[src/rtl/fsab_rr_arbiter.sv]
// fsab_rr_arbiter: credit-based arbiter sharing the FSAB request channel among FSAB_DEVICES masters
// Define FSAB_ARB_FIXED_PRIO_EN for fixed priority (highest index wins) instead of round-robin.
module fsab_rr_arbiter #(
    parameter int FSAB_DEVICES = 3,
    parameter int FIFO_DEPTH = 4,
    parameter int DS_CREDITS = 4,
    parameter int MODE_W = 1,
    parameter int DID_W = 4,
    parameter int SUBDID_W = 4,
    parameter int ADDR_W = 31,
    parameter int LEN_W = 4,
    parameter int DATA_W = 64,
    parameter int MASK_W = 8,
    parameter logic [MODE_W-1:0] FSAB_WRITE = MODE_W'(1)
) (
    input  logic                               clk,
    input  logic                               rst,
    input  logic [FSAB_DEVICES-1:0]            fsabo_valids,
    input  logic [FSAB_DEVICES*MODE_W-1:0]     fsabo_modes,
    input  logic [FSAB_DEVICES*DID_W-1:0]      fsabo_dids,
    input  logic [FSAB_DEVICES*SUBDID_W-1:0]   fsabo_subdids,
    input  logic [FSAB_DEVICES*ADDR_W-1:0]     fsabo_addrs,
    input  logic [FSAB_DEVICES*LEN_W-1:0]      fsabo_lens,
    input  logic [FSAB_DEVICES*DATA_W-1:0]     fsabo_datas,
    input  logic [FSAB_DEVICES*MASK_W-1:0]     fsabo_masks,
    output logic [FSAB_DEVICES-1:0]            fsabo_credits,
    output logic                               fsabo_valid,
    output logic [MODE_W-1:0]                  fsabo_mode,
    output logic [DID_W-1:0]                   fsabo_did,
    output logic [SUBDID_W-1:0]                fsabo_subdid,
    output logic [ADDR_W-1:0]                  fsabo_addr,
    output logic [LEN_W-1:0]                   fsabo_len,
    output logic [DATA_W-1:0]                  fsabo_data,
    output logic [MASK_W-1:0]                  fsabo_mask,
    input  logic                               fsabo_credit,
    output logic                               proto_err
);
    localparam int N = FSAB_DEVICES;
    localparam int AW = $clog2(FIFO_DEPTH);
    localparam int CW = $clog2(DS_CREDITS + 1);
    localparam int PW = N > 1 ? $clog2(N) : 1;
    localparam logic [0:0] IDLE = 1'b0;
    localparam logic [0:0] BURST = 1'b1;

    typedef struct packed {
        logic [MODE_W-1:0]   mode;
        logic [DID_W-1:0]    did;
        logic [SUBDID_W-1:0] subdid;
        logic [ADDR_W-1:0]   addr;
        logic [LEN_W-1:0]    len;
        logic [DATA_W-1:0]   data;
        logic [MASK_W-1:0]   mask;
    } beat_t;

    // beats that follow a header; len 0 counts as a one-beat write
    function automatic logic [LEN_W-1:0] tail_beats(beat_t b);
        return (b.mode == FSAB_WRITE && b.len > LEN_W'(1)) ? b.len - 1'b1 : '0;
    endfunction

    logic [N-1:0] empty, full, push, pop, head_hdr, elig;
    beat_t head_beat [N];
    logic [0:0] state;
    logic [PW-1:0] sel, gnt, pop_idx;
    logic [LEN_W-1:0] left;
    logic [CW-1:0] ds_cnt;
    logic found, go, last, ds_ovf;
    beat_t pb;

    // header tagging happens at ingress, tracking each device's packet boundaries
    for (genvar i = 0; i < N; i++) begin : g_dev
        beat_t mem [FIFO_DEPTH];
        logic [FIFO_DEPTH-1:0] hdr_mem;
        logic [AW:0] wp, rp;
        logic [LEN_W-1:0] in_left;
        beat_t in_beat;
        assign in_beat = '{mode: fsabo_modes[i*MODE_W +: MODE_W],
                           did: fsabo_dids[i*DID_W +: DID_W],
                           subdid: fsabo_subdids[i*SUBDID_W +: SUBDID_W],
                           addr: fsabo_addrs[i*ADDR_W +: ADDR_W],
                           len: fsabo_lens[i*LEN_W +: LEN_W],
                           data: fsabo_datas[i*DATA_W +: DATA_W],
                           mask: fsabo_masks[i*MASK_W +: MASK_W]};
        assign empty[i] = wp == rp;
        assign full[i] = (wp ^ rp) == {1'b1, {AW{1'b0}}};
        assign push[i] = fsabo_valids[i] && (!full[i] || pop[i]);
        assign head_beat[i] = mem[rp[AW-1:0]];
        assign head_hdr[i] = hdr_mem[rp[AW-1:0]];
        always_ff @(posedge clk) begin
            if (rst) begin
                wp <= '0;
                rp <= '0;
                in_left <= '0;
            end else begin
                if (push[i]) begin
                    mem[wp[AW-1:0]] <= in_beat;
                    hdr_mem[wp[AW-1:0]] <= in_left == '0;
                    in_left <= in_left == '0 ? tail_beats(in_beat) : in_left - 1'b1;
                    wp <= wp + 1'b1;
                end
                if (pop[i]) rp <= rp + 1'b1;
            end
        end
    end

    assign elig = ~empty & head_hdr;

`ifdef FSAB_ARB_FIXED_PRIO_EN
    always_comb begin
        sel = '0;
        found = 1'b0;
        for (int k = 0; k < N; k++) if (elig[k]) begin
            sel = PW'(k);
            found = 1'b1;
        end
    end
`else
    logic [PW-1:0] ptr, idx;
    // scanning downward leaves the candidate nearest the pointer as the winner
    always_comb begin
        sel = '0;
        idx = '0;
        found = 1'b0;
        for (int k = N - 1; k >= 0; k--) begin
            idx = PW'((int'(ptr) + k) % N);
            if (elig[idx]) begin
                sel = idx;
                found = 1'b1;
            end
        end
    end
    always_ff @(posedge clk) begin
        if (rst) ptr <= '0;
        else if (go && last) ptr <= pop_idx == PW'(N - 1) ? '0 : pop_idx + 1'b1;
    end
`endif

    always_comb begin
        pop_idx = state == IDLE ? sel : gnt;
        go = ds_cnt != '0 && (state == IDLE ? found : !empty[gnt]);
        pb = head_beat[pop_idx];
        last = state == IDLE ? tail_beats(pb) == '0 : left == LEN_W'(1);
        pop = go ? N'(1) << pop_idx : '0;
        ds_ovf = fsabo_credit && ds_cnt == CW'(DS_CREDITS);
    end

    always_ff @(posedge clk) begin
        if (rst) begin
            state <= IDLE;
            gnt <= '0;
            left <= '0;
            ds_cnt <= CW'(DS_CREDITS);
            fsabo_valid <= 1'b0;
            {fsabo_mode, fsabo_did, fsabo_subdid, fsabo_addr, fsabo_len, fsabo_data, fsabo_mask} <= '0;
            fsabo_credits <= '0;
            proto_err <= 1'b0;
        end else begin
            fsabo_valid <= go;
            fsabo_credits <= pop;
            ds_cnt <= ds_cnt - CW'(go) + CW'(fsabo_credit && !ds_ovf);
            proto_err <= proto_err || ds_ovf || |(fsabo_valids & full & ~pop);
            if (go) begin
                {fsabo_mode, fsabo_did, fsabo_subdid, fsabo_addr, fsabo_len, fsabo_data, fsabo_mask} <= pb;
                gnt <= pop_idx;
                left <= state == IDLE ? tail_beats(pb) : left - 1'b1;
                state <= last ? IDLE : BURST;
            end
        end
    end
endmodule

[config.mk]
export PLATFORM = sky130hd
export DESIGN_NAME = fsab_rr_arbiter
export DESIGN_NICKNAME = d
export VERILOG_FILES = /design/src/rtl/fsab_rr_arbiter.sv
export SDC_FILE = /design/constraint.sdc
export NUM_CORES = 1
export LEC_CHECK = 0
export ABC_CLOCK_PERIOD_IN_PS = 7900
export CAP_MARGIN = 20
export CORE_MARGIN = 2
export CORE_UTILIZATION = 35
export CTS_BUF_LIST = sky130_fd_sc_hd__clkbuf_2 sky130_fd_sc_hd__clkbuf_4 sky130_fd_sc_hd__clkbuf_8
export DETAILED_ROUTE_END_ITERATION = 8
export GPL_ROUTABILITY_DRIVEN = 0
export PLACE_DENSITY_LB_ADDON = 0.05
export SETUP_SLACK_MARGIN = 0.3
export SYNTH_ARGS = -nofsm -noshare
export SYNTH_HDL_FRONTEND = slang
export SYNTH_SLANG_ARGS = --single-unit
export TNS_END_PERCENT = 30
[constraint.sdc]
create_clock -name clk -period 7.9 [get_ports clk]
set_clock_uncertainty 0.2 [all_clocks]
set_input_delay 1.185 -clock clk [delete_from_list [all_inputs] [get_ports clk]]
set_output_delay 1.185 -clock clk [all_outputs]
set_load 0.05 [all_outputs]
**Word-level counts from Yosys, hierarchy flattened**

Memory sizes are Yosys's and may differ from the RTL's. A register that Yosys moved wholly into a read port is not among the register bits.
Cells that the tools add are included.

- Output and inout port bits: 121
- RAM bits: 1392
- Register bits: 175
- Input bits: 354
- Memories kept: 3

Memories:

| memory | depth | bits a word | read ports | clocked after memory_dff | wr ports | RTL line | RTL |
|---|---|---|---|---|---|---|---|
| g_dev[0].mem | 4 | 116 | 1 | 1 | 1 | 71 | `beat_t mem [FIFO_DEPTH];` |
| g_dev[1].mem | 4 | 116 | 1 | 1 | 1 | 71 |  |
| g_dev[2].mem | 4 | 116 | 1 | 1 | 1 | 71 |  |

- Muxes and demuxes: 61
- Reductions and logical operators: 33
- Shift-type cells: 1
- $lt $le $gt $ge: 18
- Divide/modulo/power cells: 3
- Bitwise logic cells: 10
- Equality and inequality tests: 9
- Add/sub/neg operators: 19

Operators with widths:

| cell | number |
|---|---|
| binary-select mux 116 bit (select 2 bit) | 1 |
| 2-to-1 mux 116 bit | 2 |
| remainder unit 32 x 3 -> 32 bit (second input constant) | 2 |
| remainder unit 3 x 3 -> 32 bit (second input constant) | 1 |
| 2-to-1 mux 4 bit | 8 |
| subtractor 4 x 1 -> 4 bit (second input constant) | 8 |
| < comparator 2 x 3 -> 1 bit (second input constant) | 10 |
| 2-to-1 mux 1 bit | 25 |
| 2-to-1 mux 2 bit | 11 |
| adder 3 x 1 -> 3 bit (second input constant) | 6 |
| greater-than comparator 4 x 1 -> 1 bit (second input constant) | 4 |
| zero test 4 bit | 4 |
| binary-select mux 1 bit (select 2 bit) | 7 |
| logical AND 1 bit | 14 |
| bitwise mux 4 bit | 3 |
| == test 3 bit (second input constant) | 4 |
| bitwise AND 3 bit | 3 |
| == test 3 bit | 3 |
| XOR 3 bit | 3 |
| demux 1 bit (select 2 bit) | 3 |
| >= comparator 2 x 1 -> 1 bit (second input constant) | 3 |
| NOT 3 bit | 2 |
| AND reduction 2 bit | 3 |
| zero test 1 bit | 5 |
| other kinds (15) | 19 |

**Logic depth before layout (Yosys ltp)**

Gate-level depths: netlist of the first run.

- Depth after elaboration: 19
- Mapped depth: 18
- Gate-level depth less buffers: 15

**Worst setup path before layout of the first run**

OpenSTA, ideal clock, no wires.

- Path type: register to register
- Start: reg g_dev[0].rp[0]
- End: reg g_dev[1].hdr_mem[0], enable pin
- Setup slack: 2.152 ns
- Library setup time: 0.490 ns
- Arrival: 5.057 ns
- Path buffers: 1
- Stages on the path, launching flop included: 11
- Cell sequence: dfxtp_1 mux4_2 o31a_2 a221oi_2 a32o_2 buf_6 nand2_1 o211ai_1 nand2_1 nor2_1 and2_1

- Longest elaborated chain between the ends: 14
- Elaborated cells between the ends (all ways): 28
- Classes of those cells: eq/ne: 1; shift: 1; mux: 19; bitwise: 2; reduce/logical: 5

Ends and longest elaborated chain:

| what | RTL line | RTL |
|---|---|---|
| start, declared | 73 | `logic [AW:0] wp, rp;` |
| start signal, assigned | 100 | `if (pop[i]) rp <= rp + 1'b1;` |
| binary-select mux 1 bit (select 2 bit) or == test 3 bit (tied branches) | 87, 83 |  |
| 2-to-1 mux 1 bit (not written as such) or NOT 3 bit (tied branches) | 87, 105 |  |
| bitwise AND 3 bit | 105 | `assign elig = ~empty & head_hdr;` |
| binary-select mux 1 bit (select 2 bit) | 125 | `if (elig[idx]) begin` |
| 2-to-1 mux 1 bit (not written as such) | 125 |  |
| 2-to-1 mux 2 bit or 2-to-1 mux 1 bit (tied branches) (3 in series) | 125 |  |
| 2-to-1 mux 2 bit or 2-to-1 mux 1 bit (tied branches) | 138, 139 |  |
| left shift 1 x 2 -> 3 bit or logical AND 1 bit (tied branches) | 142, 139 |  |
| 2-to-1 mux 3 bit * | 142 | `pop = go ? N'(1) << pop_idx : '0;` |
| logical OR 1 bit * | 85 | `assign push[i] = fsabo_valids[i] && (!full[i] \|\| pop[i]);` |
| logical AND 1 bit * | 85 |  |
| AND reduction 2 bit (no line) * | n/a |  |
| end signal, assigned by index | 96 | `hdr_mem[wp[AW-1:0]] <= in_left == '0;` |
| end, declared | 72 | `logic [FIFO_DEPTH-1:0] hdr_mem;` |

Mark *: on every way between the ends. The rest lies on a longest branch, timed or not. The select of a mux whose other input is x is not followed.
A chain may end at the register's enable or synchronous reset.

**Final worst setup path of the first run**

- Start: reg g_dev[2].rp[0]
- End: mem g_dev[0].mem[2][18] in the netlist's numbering, enable pin

- Longest elaborated chain between the ends: 16
- Elaborated cells between the ends (all ways): 30
- Classes of those cells: eq/ne: 1; shift: 1; mux: 22; bitwise: 2; reduce/logical: 4

Ends and longest elaborated chain:

| what | RTL line | RTL |
|---|---|---|
| start, declared | 73 |  |
| start signal, assigned | 100 |  |
| binary-select mux 1 bit (select 2 bit) or == test 3 bit (tied branches) | 87, 83 |  |
| 2-to-1 mux 1 bit (not written as such) or NOT 3 bit (tied branches) | 87, 105 |  |
| bitwise AND 3 bit | 105 |  |
| binary-select mux 1 bit (select 2 bit) | 125 |  |
| 2-to-1 mux 1 bit (not written as such) | 125 |  |
| 2-to-1 mux 2 bit or 2-to-1 mux 1 bit (tied branches) (3 in series) | 125 |  |
| 2-to-1 mux 2 bit or 2-to-1 mux 1 bit (tied branches) | 138, 139 |  |
| left shift 1 x 2 -> 3 bit or logical AND 1 bit (tied branches) | 142, 139 |  |
| 2-to-1 mux 3 bit * | 142 |  |
| logical OR 1 bit * | 85 |  |
| logical AND 1 bit * | 85 |  |
| 2-to-1 mux 1 bit * | 94 | `if (push[i]) begin` |
| 2-to-1 mux 1 bit * | 89 | `if (rst) begin` |
| 2-to-1 mux 1 bit (not written as such) * | 95 | `mem[wp[AW-1:0]] <= in_beat;` |
| end, declared | 71 |  |

Marks and branches as above.

==> flow_metrics.tcl, run 1 <==
set metrics [dict create \
    syn_area_per_cell_um2 19.7 \
    cts_buffers 293 \
    area.growth.synth_to_final_pct 22.1 \
    syn_nets 3404 \
    dp_hpwl_um 106000 \
    yosysSeqAreaShare_pct 76.6 \
    grtUsageMet3_pct 4.60 \
    worstPathMaxFanout 106 \
    dp_cells 5577 \
    cellPowerDensity_mw_per_mm2 329 \
    status "finished, final reports clean" \
    portBuffers 474 \
    grt_max_degree 111 \
    finalMaxSlewViolations 0 \
    endpoint_kind "register" \
    final.setup.tns_ps 0 \
    ys_seq_elements 1573 \
    nets 4040 \
    synthCells 3018 \
    cp.required_ps 8280 \
    drive_gt1_share_pct 23.1 \
    path_class "reg -> reg" \
    mostFrequentLayoutCells "1404 x edfxtp_1, 473 x clkdlybuf4s50_1, 351 x mux4_2" \
    ys.flop_type "edfxtp_1" \
    placed_cell_area_mm2 0.0669 \
    clk_pin_slew_ps 60 \
    cts_resized 0 \
    cts_sinks 1573 \
    grt_pass1_wl_um 249000 \
    die_x_um 416 \
    drc_errors 0 \
    min_period_ps 5470 \
    grt_usage_pct 20.2 \
    die_h_um 416 \
    final_common_cell "edfxtp_1" \
    worst_pin_slew_ps 1130 \
    cp-start-kind "register" \
    use_met2_pct 36.0 \
    via_per_inst 5.20 \
    hold_path.class "reg -> reg" \
    cts_tree "built" \
    relSlewSlack_pct 24.6 \
    synth_cell_types 64 \
    leakage_uw 0.0232 \
    start_util_pct 35.2 \
    fin_util_pct 42.9 \
    routedWlPerCell_um 28.8 \
    arrival_ps 5850 \
    cts_setup_buffers 0 \
    yosysWarnings 0 \
    grt_pass1_vias 34300 \
    peakVddDrop_uv 295 \
    fillCellCount 14800 \
    die_area_mm2 0.173 \
    drtAntennaViolNets 0 \
    total_power_uw 23900 \
    met1_usage_pct 24.4 \
    drt_wl_total_um 175000 \
    firstDrtPassIters 5 \
    antenna_found_initial 57 \
    final_cells 6093 \
    synthArstFlopShare_pct 0 \
    rsz0062_at_grt "no" \
    io_pins 475 \
    finalSetupViolCount 0 \
    rows 151 \
    htreeDepth 5 \
    coreArea_mm2 0.169 \
    fin_area_mm2 0.0726 \
    cap_violations 0 \
    period_share_pct 69.2 \
    cts.hold.buffers_added 0 \
    drt_iter0_drc 2285 \
    clock_path_buffers 4 \
    clock.fmax_mhz 183 \
    busiest_layer "met2" \
    root_buffer "clkbuf_8" \
    vias 31700 \
    syn_area_mm2 0.0594 \
    overflow 0 \
    hold_viol 0 \
    synth-edff-count 1404 \
    clk_latency_ps 1010 \
]
## sequential cells by signal, summed over array words and instances, names as in the netlist, 4 cells and up, named ones only
signal	flops
g_dev.in_left	12
left	4
fsabo_addr	31
fsabo_mask	8
fsabo_subdid	4
g_dev.wp	9
g_dev.rp	9
fsabo_did	4
g_dev.mem	1392
g_dev.hdr_mem	12
fsabo_len	4
fsabo_data	64
## synth_stat cells, types with 4 or more instances
master,n,share of area (%)
edfxtp_1,1404,71
mux4_2,351,13
nand2_1,227,1.4
dfxtp_1,169,5.7
nor2_1,135,0.85
clkbuf_1,132,0.83
a21oi_1,92,0.77
a211oi_1,91,1.1
a31oi_1,82,0.86
a22oi_1,70,0.88
buf_2,34,0.29
ha_1,31,0.65
inv_1,31,0.20
and2_1,16,0.17
xor2_1,16,0.24
xnor2_1,14,0.21
o21ai_0,13,0.11
buf_1,7,0.044
nor3_1,7,0.059
mux2i_1,6,0.10
o22ai_1,6,0.063
or3_1,6,0.063
nand3_1,5,0.042
o311ai_0,4,0.059
## metrics by stage
| step | setup WS, ps | hold slack (ps) |
|---|---|---|
| 6_report | 2430 | 297 |
| 5_1_grt | 2030 | 313 |
| 4_1_cts | 2250 | 298 |
| 3_5_place_dp | 2260 | 287 |
| 3_3_place_gp | 2230 | 267 |
| 2_1_floorplan | 2150 | 251 |
## critical path, cell delays in order, from the launching register on
cell and delay, ps:
dfxtp_1 430, mux4_2 550, o31a_1 200, a22o_1 290
nand2_8 580, nand2b_1 340, o211ai_1 340, nand2_1 220
nor2_1 260, and2_4 630, buf_4 780
## metal layers
layer,up-vias,part of all wire (%)
met5,-,0.12
met4,32,2.2
met3,326,5.3
met2,962,52
met1,16700,40
li1,13600,-
## path summary, 6_finish.rpt
| check | from | endpoint | slack, ps | cells past startpoint |
|---|---|---|---|---|
| worst min register to register | fsabo_addr[21]$_SDFFE_PP0P_ | fsabo_addr[21]$_SDFFE_PP0P_ | 300 | 2 |
| worst min-delay path | fsabo_addr[21]$_SDFFE_PP0P_ | fsabo_addr[21]$_SDFFE_PP0P_ | 300 | 2 |
| worst max register to register | g_dev[2].rp[0]$_SDFFE_PP0P_ | g_dev[0].mem[2][18]$_DFFE_PP_ | 2430 | 10 |
| worst max-delay path | g_dev[2].rp[0]$_SDFFE_PP0P_ | g_dev[0].mem[2][18]$_DFFE_PP_ | 2430 | 10 |
## cell type report
cell class | instances | area (um2) | area share, %
inverters | 32 | 125 | 0.172
multi-input cells | 1238 | 13200 | 18.1
clock inverters | 67 | 367 | 0.505
diodes | 8 | 20.0 | 0.0276
clock buffers | 441 | 5340 | 7.35
well taps | 2218 | 2780 | 3.82
flip-flops and latches | 1573 | 45600 | 62.8
repair buffers | 516 | 5260 | 7.24
## cells by family after synthesis
family                   after synthesis  share of synthesized area [%]
multiplexers                         357                           13.4
XOR/XNOR                              30                          0.442
flip-flops                          1573                           76.6
buffers and inverters                207                           1.40
AO/OA/AOI/OAI                        400                           4.55
adder cells (fa/ha/maj)               33                          0.703
AND/OR/NAND/NOR                      418                           2.90
## power by group
part / internal (uW) / switching, uW / leakage (uW)
clock network: 4380 / 3300 / 0.00303
registers: 9620 / 390 / 0.0142
logic: 2330 / 3900 / 0.00606
No activity file was read; power rests on OpenSTA's default activity.
==> run 2, diff against run 1 <==
ABC_CLOCK_PERIOD_IN_PS = 5050   (was 7900)
clock period = 5.05 ns   (was 7.9 ns; I/O delays follow)
==> run 2 against run 1 <==
Compared with the run above:
- non-clock buffer count rose by 26
- register-to-register slack got worse by 1700 ps
- die area did not move
- via count fell by 0.31%
- setup slack got worse by 1700 ps
- largest cell class unchanged
- highest routed layer unchanged
==> flow_metrics.tcl, run 2 (synthesized netlist as in run 1, its figures left out) <==
set metrics [dict create \
    root_buffer "clkbuf_8" \
    clock_path_buffers 4 \
    io_pins 475 \
    worstPathMaxFanout 55 \
    relSlewSlack_pct 23.1 \
    fin_area_mm2 0.0730 \
    final_common_cell "edfxtp_1" \
    setup_ws_ps 748 \
    cts_resized 0 \
    cts_buffers 291 \
    cp.required_ps 5420 \
    final.setup.tns_ps 0 \
    routedWlPerCell_um 28.6 \
    grt_usage_pct 20.2 \
    grt_pass1_vias 33500 \
    clk_pin_slew_ps 60 \
    cp-start-kind "register" \
    htreeDepth 5 \
    drtAntennaViolNets 0 \
    dp_worst_setup_slack_ps 645 \
    mostFrequentLayoutCells "1404 x edfxtp_1, 473 x clkdlybuf4s50_1, 351 x mux4_2" \
    period_share_pct 85.2 \
    cts_setup_buffers 0 \
    area.growth.synth_to_final_pct 22.9 \
    largest_reg_flops 1392 \
    drt_wl_total_um 175000 \
    dp_hpwl_um 112000 \
    startpoint "g_dev[2].wp[0]$_SDFFE_PP0P_" \
    grt_max_degree 103 \
    worst_pin_slew_ps 1150 \
    overflow 0 \
    clk_latency_ps 990 \
    antenna_found_initial 46 \
    drt_iter0_drc 2504 \
    cts.hold.buffers_added 0 \
    cts_sinks 1573 \
    holdCritStartpoint "fsabo_datas[27]" \
    hold_path.class "in -> reg" \
    cts_tree "built" \
    start_util_pct 35.2 \
    clock.fmax_mhz 232 \
    grt_pass1_wl_um 249000 \
    die_h_um 416 \
    coreArea_mm2 0.169 \
    peakVddDrop_uv 419 \
    die_x_um 416 \
    path_class "reg -> reg" \
    cap_violations 0 \
    regArea_mm2 0.0456 \
    multi_input_area_mm2 0.0132 \
    status "finished, final reports clean" \
    finalMaxSlewViolations 0 \
    via_per_inst 5.16 \
    leakage_uw 0.0234 \
    arrival_ps 4670 \
    drive_gt1_share_pct 23.6 \
    cellPowerDensity_mw_per_mm2 513 \
    firstDrtPassIters 6 \
    fin_hold_ws_ps 208 \
    vias 31600 \
    finalSetupViolCount 0 \
    portBuffers 474 \
    timing.rr.start "g_dev[2].wp[0]$_SDFFE_PP0P_" \
    nets 4064 \
    placed_cell_area_mm2 0.0673 \
    rows 151 \
    endpoint_kind "register" \
    min_period_ps 4300 \
    hold_viol 0 \
    drc_errors 0 \
    rsz0062_at_grt "no" \
    fillCellCount 14800 \
    die_area_mm2 0.173 \
]
==> run 2: changes by cell type in the layout (fill, tap and decap cells not counted), sizes merged <==
cell / previous run / this run
buf: 43 / 69
clkinv: 58 / 79
bufinv: 3 / 4
clkbuf: 441 / 417
clkinvlp: 6 / 7
==> run 2: through the flow <==
stage | instances | utilization, % | total power [uW]
floorplan | 3018 | - | 22300
global placement | 5602 | 39.8 | 26000
detailed placement | 5602 | 39.8 | 26000
CTS | 6109 | 43.2 | 38100
global route | 6116 | 43.2 | 39300
finish | 6118 | 43.2 | 37500
==> run 2: final timing paths <==
kind,end,slack [ps],cells past startpoint
setup / recovery,g_dev[2].mem[3][81]$_DFFE_PP_,750,10
hold reg to reg,g_dev[2].in_left[1]$_SDFFE_PP0P_,290,2
hold / removal,g_dev[0].mem[3][35]$_DFFE_PP_,210,1
setup reg to reg,g_dev[2].mem[3][81]$_DFFE_PP_,750,10
==> run 2: power breakdown <==
group / internal (uW) / switching [uW]
sequential: 15000 / 628
combinational: 3730 / 6150
clock: 6760 / 5160
total: 25500 / 11900
==> run 2: worst max-delay path, cell delays in order, from the launching register on <==
cell and delay [ps]:
dfxtp_1 440, xor2_1 320, o31a_1 350, o211ai_1 180, a32o_4 340, buf_4 270
o311ai_1 450, nand2_1 240, nor2_1 280, and2_4 340, buf_12 400
==> run 2: cell type report <==
type                            instances  area share (%)
Sequential cell                      1573            62.4
Clock inverter                         90           0.697
Multi-Input combinational cell       1238            18.0
Antenna cell                            8          0.0274
Tap cell                             2218            3.80
Clock buffer                          417            7.08
Timing Repair Buffer                  542            7.82
Inverter                               32           0.171
==> run 2: layer usage <==
metal | global-route usage (%) | part of all wire (%)
met1 | 25.6 | 41
met2 | 34.7 | 51
met3 | 4.09 | 4.7
met4 | 6.47 | 2.6
met5 | 0 | 0.11
==> run 3, diff against run 2 <==
PLACE_DENSITY = 0.57   (was not set)
PLACE_DENSITY_LB_ADDON = not set   (was 0.05)
==> run 3 against run 2 <==
Compared with the run above:
- via count about the same
- final cell count barely moved
- clock power down 4%
- register-to-register slack got worse by 110 ps
- non-clock buffer count grew 12
- maximum frequency down 2.5%
- largest cell class unchanged
- highest routed layer unchanged
==> flow_metrics.tcl, run 3 (synthesized netlist as in run 1, its figures left out) <==
set metrics [dict create \
    clk_pin_slew_ps 60 \
    cap_violations 0 \
    status "finished, final reports clean" \
    clock_path_buffers 4 \
    busiest_layer "met2" \
    firstDrtPassIters 5 \
    drtAntennaViolNets 0 \
    setup_ws_ps 640 \
    fillCellCount 14700 \
    die_area_mm2 0.173 \
    seqPwrFrac_pct 42.4 \
    crit_slowest_cell "o31ai_1" \
    cts_tree "built" \
    endpoint_kind "register" \
    crit_chain "xor2_1 > o31ai_1 > a2bb2oi_1 > nand2_8 > o311ai_1 > nand2_1 > nor2_1 > and2_4 > buf_4" \
    fin_util_pct 43.1 \
    grtUsageMet3_pct 4.57 \
    cts_setup_buffers 0 \
    grt_max_degree 177 \
    mostFrequentLayoutCells "1404 x edfxtp_1, 473 x clkdlybuf4s50_1, 351 x mux4_2" \
    slowest_delay_ps 640 \
    portBuffers 474 \
    grt_pass1_vias 32500 \
    leakage_uw 0.0233 \
    die_x_um 416 \
    relSlewSlack_pct 27.8 \
    dp_worst_setup_slack_ps 565 \
    combPwrFrac_pct 26.5 \
    clock.fmax_mhz 227 \
    peakVddDrop_uv 503 \
    start_util_pct 35.2 \
    drt_iter0_drc 2590 \
    hold_path.class "in -> reg" \
    drc_errors 0 \
    use_met2_pct 31.2 \
    arrival_ps 4880 \
    finalMaxSlewViolations 0 \
    root_buffer "clkbuf_8" \
    cts_buffers 285 \
    io_pins 475 \
    total_power_uw 36800 \
    clk_latency_ps 1000 \
    worst_pin_slew_ps 1080 \
    path_class "reg -> reg" \
    final_common_cell "edfxtp_1" \
    overflow 0 \
    drive_gt1_share_pct 23.5 \
    met1_usage_pct 23.7 \
    finalSetupViolCount 0 \
    cellPowerDensity_mw_per_mm2 506 \
    area.growth.synth_to_final_pct 22.5 \
    die_h_um 416 \
    routedWlPerCell_um 26.5 \
    grt_usage_pct 18.5 \
    cp-start-kind "register" \
    coreArea_mm2 0.169 \
    cp.required_ps 5520 \
    nets 4071 \
    p_int_uw 25200 \
    largest_reg_flops 1392 \
    htreeDepth 5 \
    dp_hpwl_um 104000 \
    switching_share_pct 31.7 \
    antenna_found_initial 44 \
    min_period_ps 4410 \
    rsz0062_at_grt "yes" \
    switchingPower_uw 11700 \
    grt_pass1_wl_um 231000 \
    via_per_inst 5.17 \
    drt_wl_total_um 162000 \
    cts_sinks 1573 \
    hold_viol 0 \
    period_share_pct 87.3 \
    vias 31600 \
    rows 151 \
    power.share.clock_pct 31.1 \
    worstPathMaxFanout 33 \
]
## run 3: cell count changes in the layout (fill, tap and decap cells not counted), moves of 3 or more
cell | previous run | this run
clkinvlp_4 | 7 | 11
clkinv_2 | 32 | 26
clkbuf_8 | 326 | 301
buf_4 | 32 | 42
diode_2 | 8 | 11
clkbuf_4 | 91 | 98
## run 3: layer usage
layer	vias to the layer above	share of wire [%]
met5	-	0.18
met4	44	2.4
met3	299	6.3
met2	1032	50
met1	16500	41
li1	13700	-
## run 3: layout make-up
class / count / area, um2 / area share (%)
multi-input combinational: 1239 / 13200 / 18.1
tap: 2218 / 2780 / 3.81
inverter: 32 / 125 / 0.172
clock buffer: 399 / 4880 / 6.70
sequential: 1573 / 45600 / 62.6
antenna: 11 / 27.5 / 0.0378
timing repair buffer: 554 / 5790 / 7.95
clock inverter: 91 / 504 / 0.692
## run 3: path summary, 6_finish.rpt
kind	startpoint	end	slack, ps	cells after the start
hold reg to reg	g_dev[2].in_left[1]$_SDFFE_PP0P_	g_dev[2].in_left[1]$_SDFFE_PP0P_	290	2
setup reg to reg	g_dev[1].wp[1]$_SDFFE_PP0P_	g_dev[2].mem[0][65]$_DFFE_PP_	640	9
hold / removal	fsabo_addrs[52]	g_dev[1].mem[1][97]$_DFFE_PP_	170	1
setup / recovery	g_dev[1].wp[1]$_SDFFE_PP0P_	g_dev[2].mem[0][65]$_DFFE_PP_	640	9
## run 3: worst max-delay path: cells and delay by family (launching register included)
kind | cells | cell delay, ps
simple gates | 4 | 1440
flops | 1 | 420
compound gates | 3 | 1600
buf+inv | 1 | 290
xor+xnor | 1 | 140
## run 3: metrics by stage
step	setup TNS [ps]	instances	hold slack [ps]	cell area, um2
finish	0	6117	171	72800
global route	0	6111	109	72800
CTS	0	6104	46.4	72800
detailed placement	0	5613	283	67400
global placement	0	5613	273	67400
floorplan	-550880	3018	251	59500
## run 3: power by group through the flow
stage / sequential (uW) / combinational (uW) / clock, uW
after global routing: 15700 / 10500 / 12300
final: 15600 / 9770 / 11400
after floorplan: 16800 / 5530 / 0
after CTS: 15600 / 9940 / 11700
after global placement: 15900 / 9880 / 0
after detailed placement: 15900 / 9910 / 0
## run 3: repair_timing
action                                  4_1_cts  5_1_grt
endpoints found under the hold margin        21        0
hold buffers                                  1        0
endpoints found under the setup margin        0       32
resized for setup                             0        3
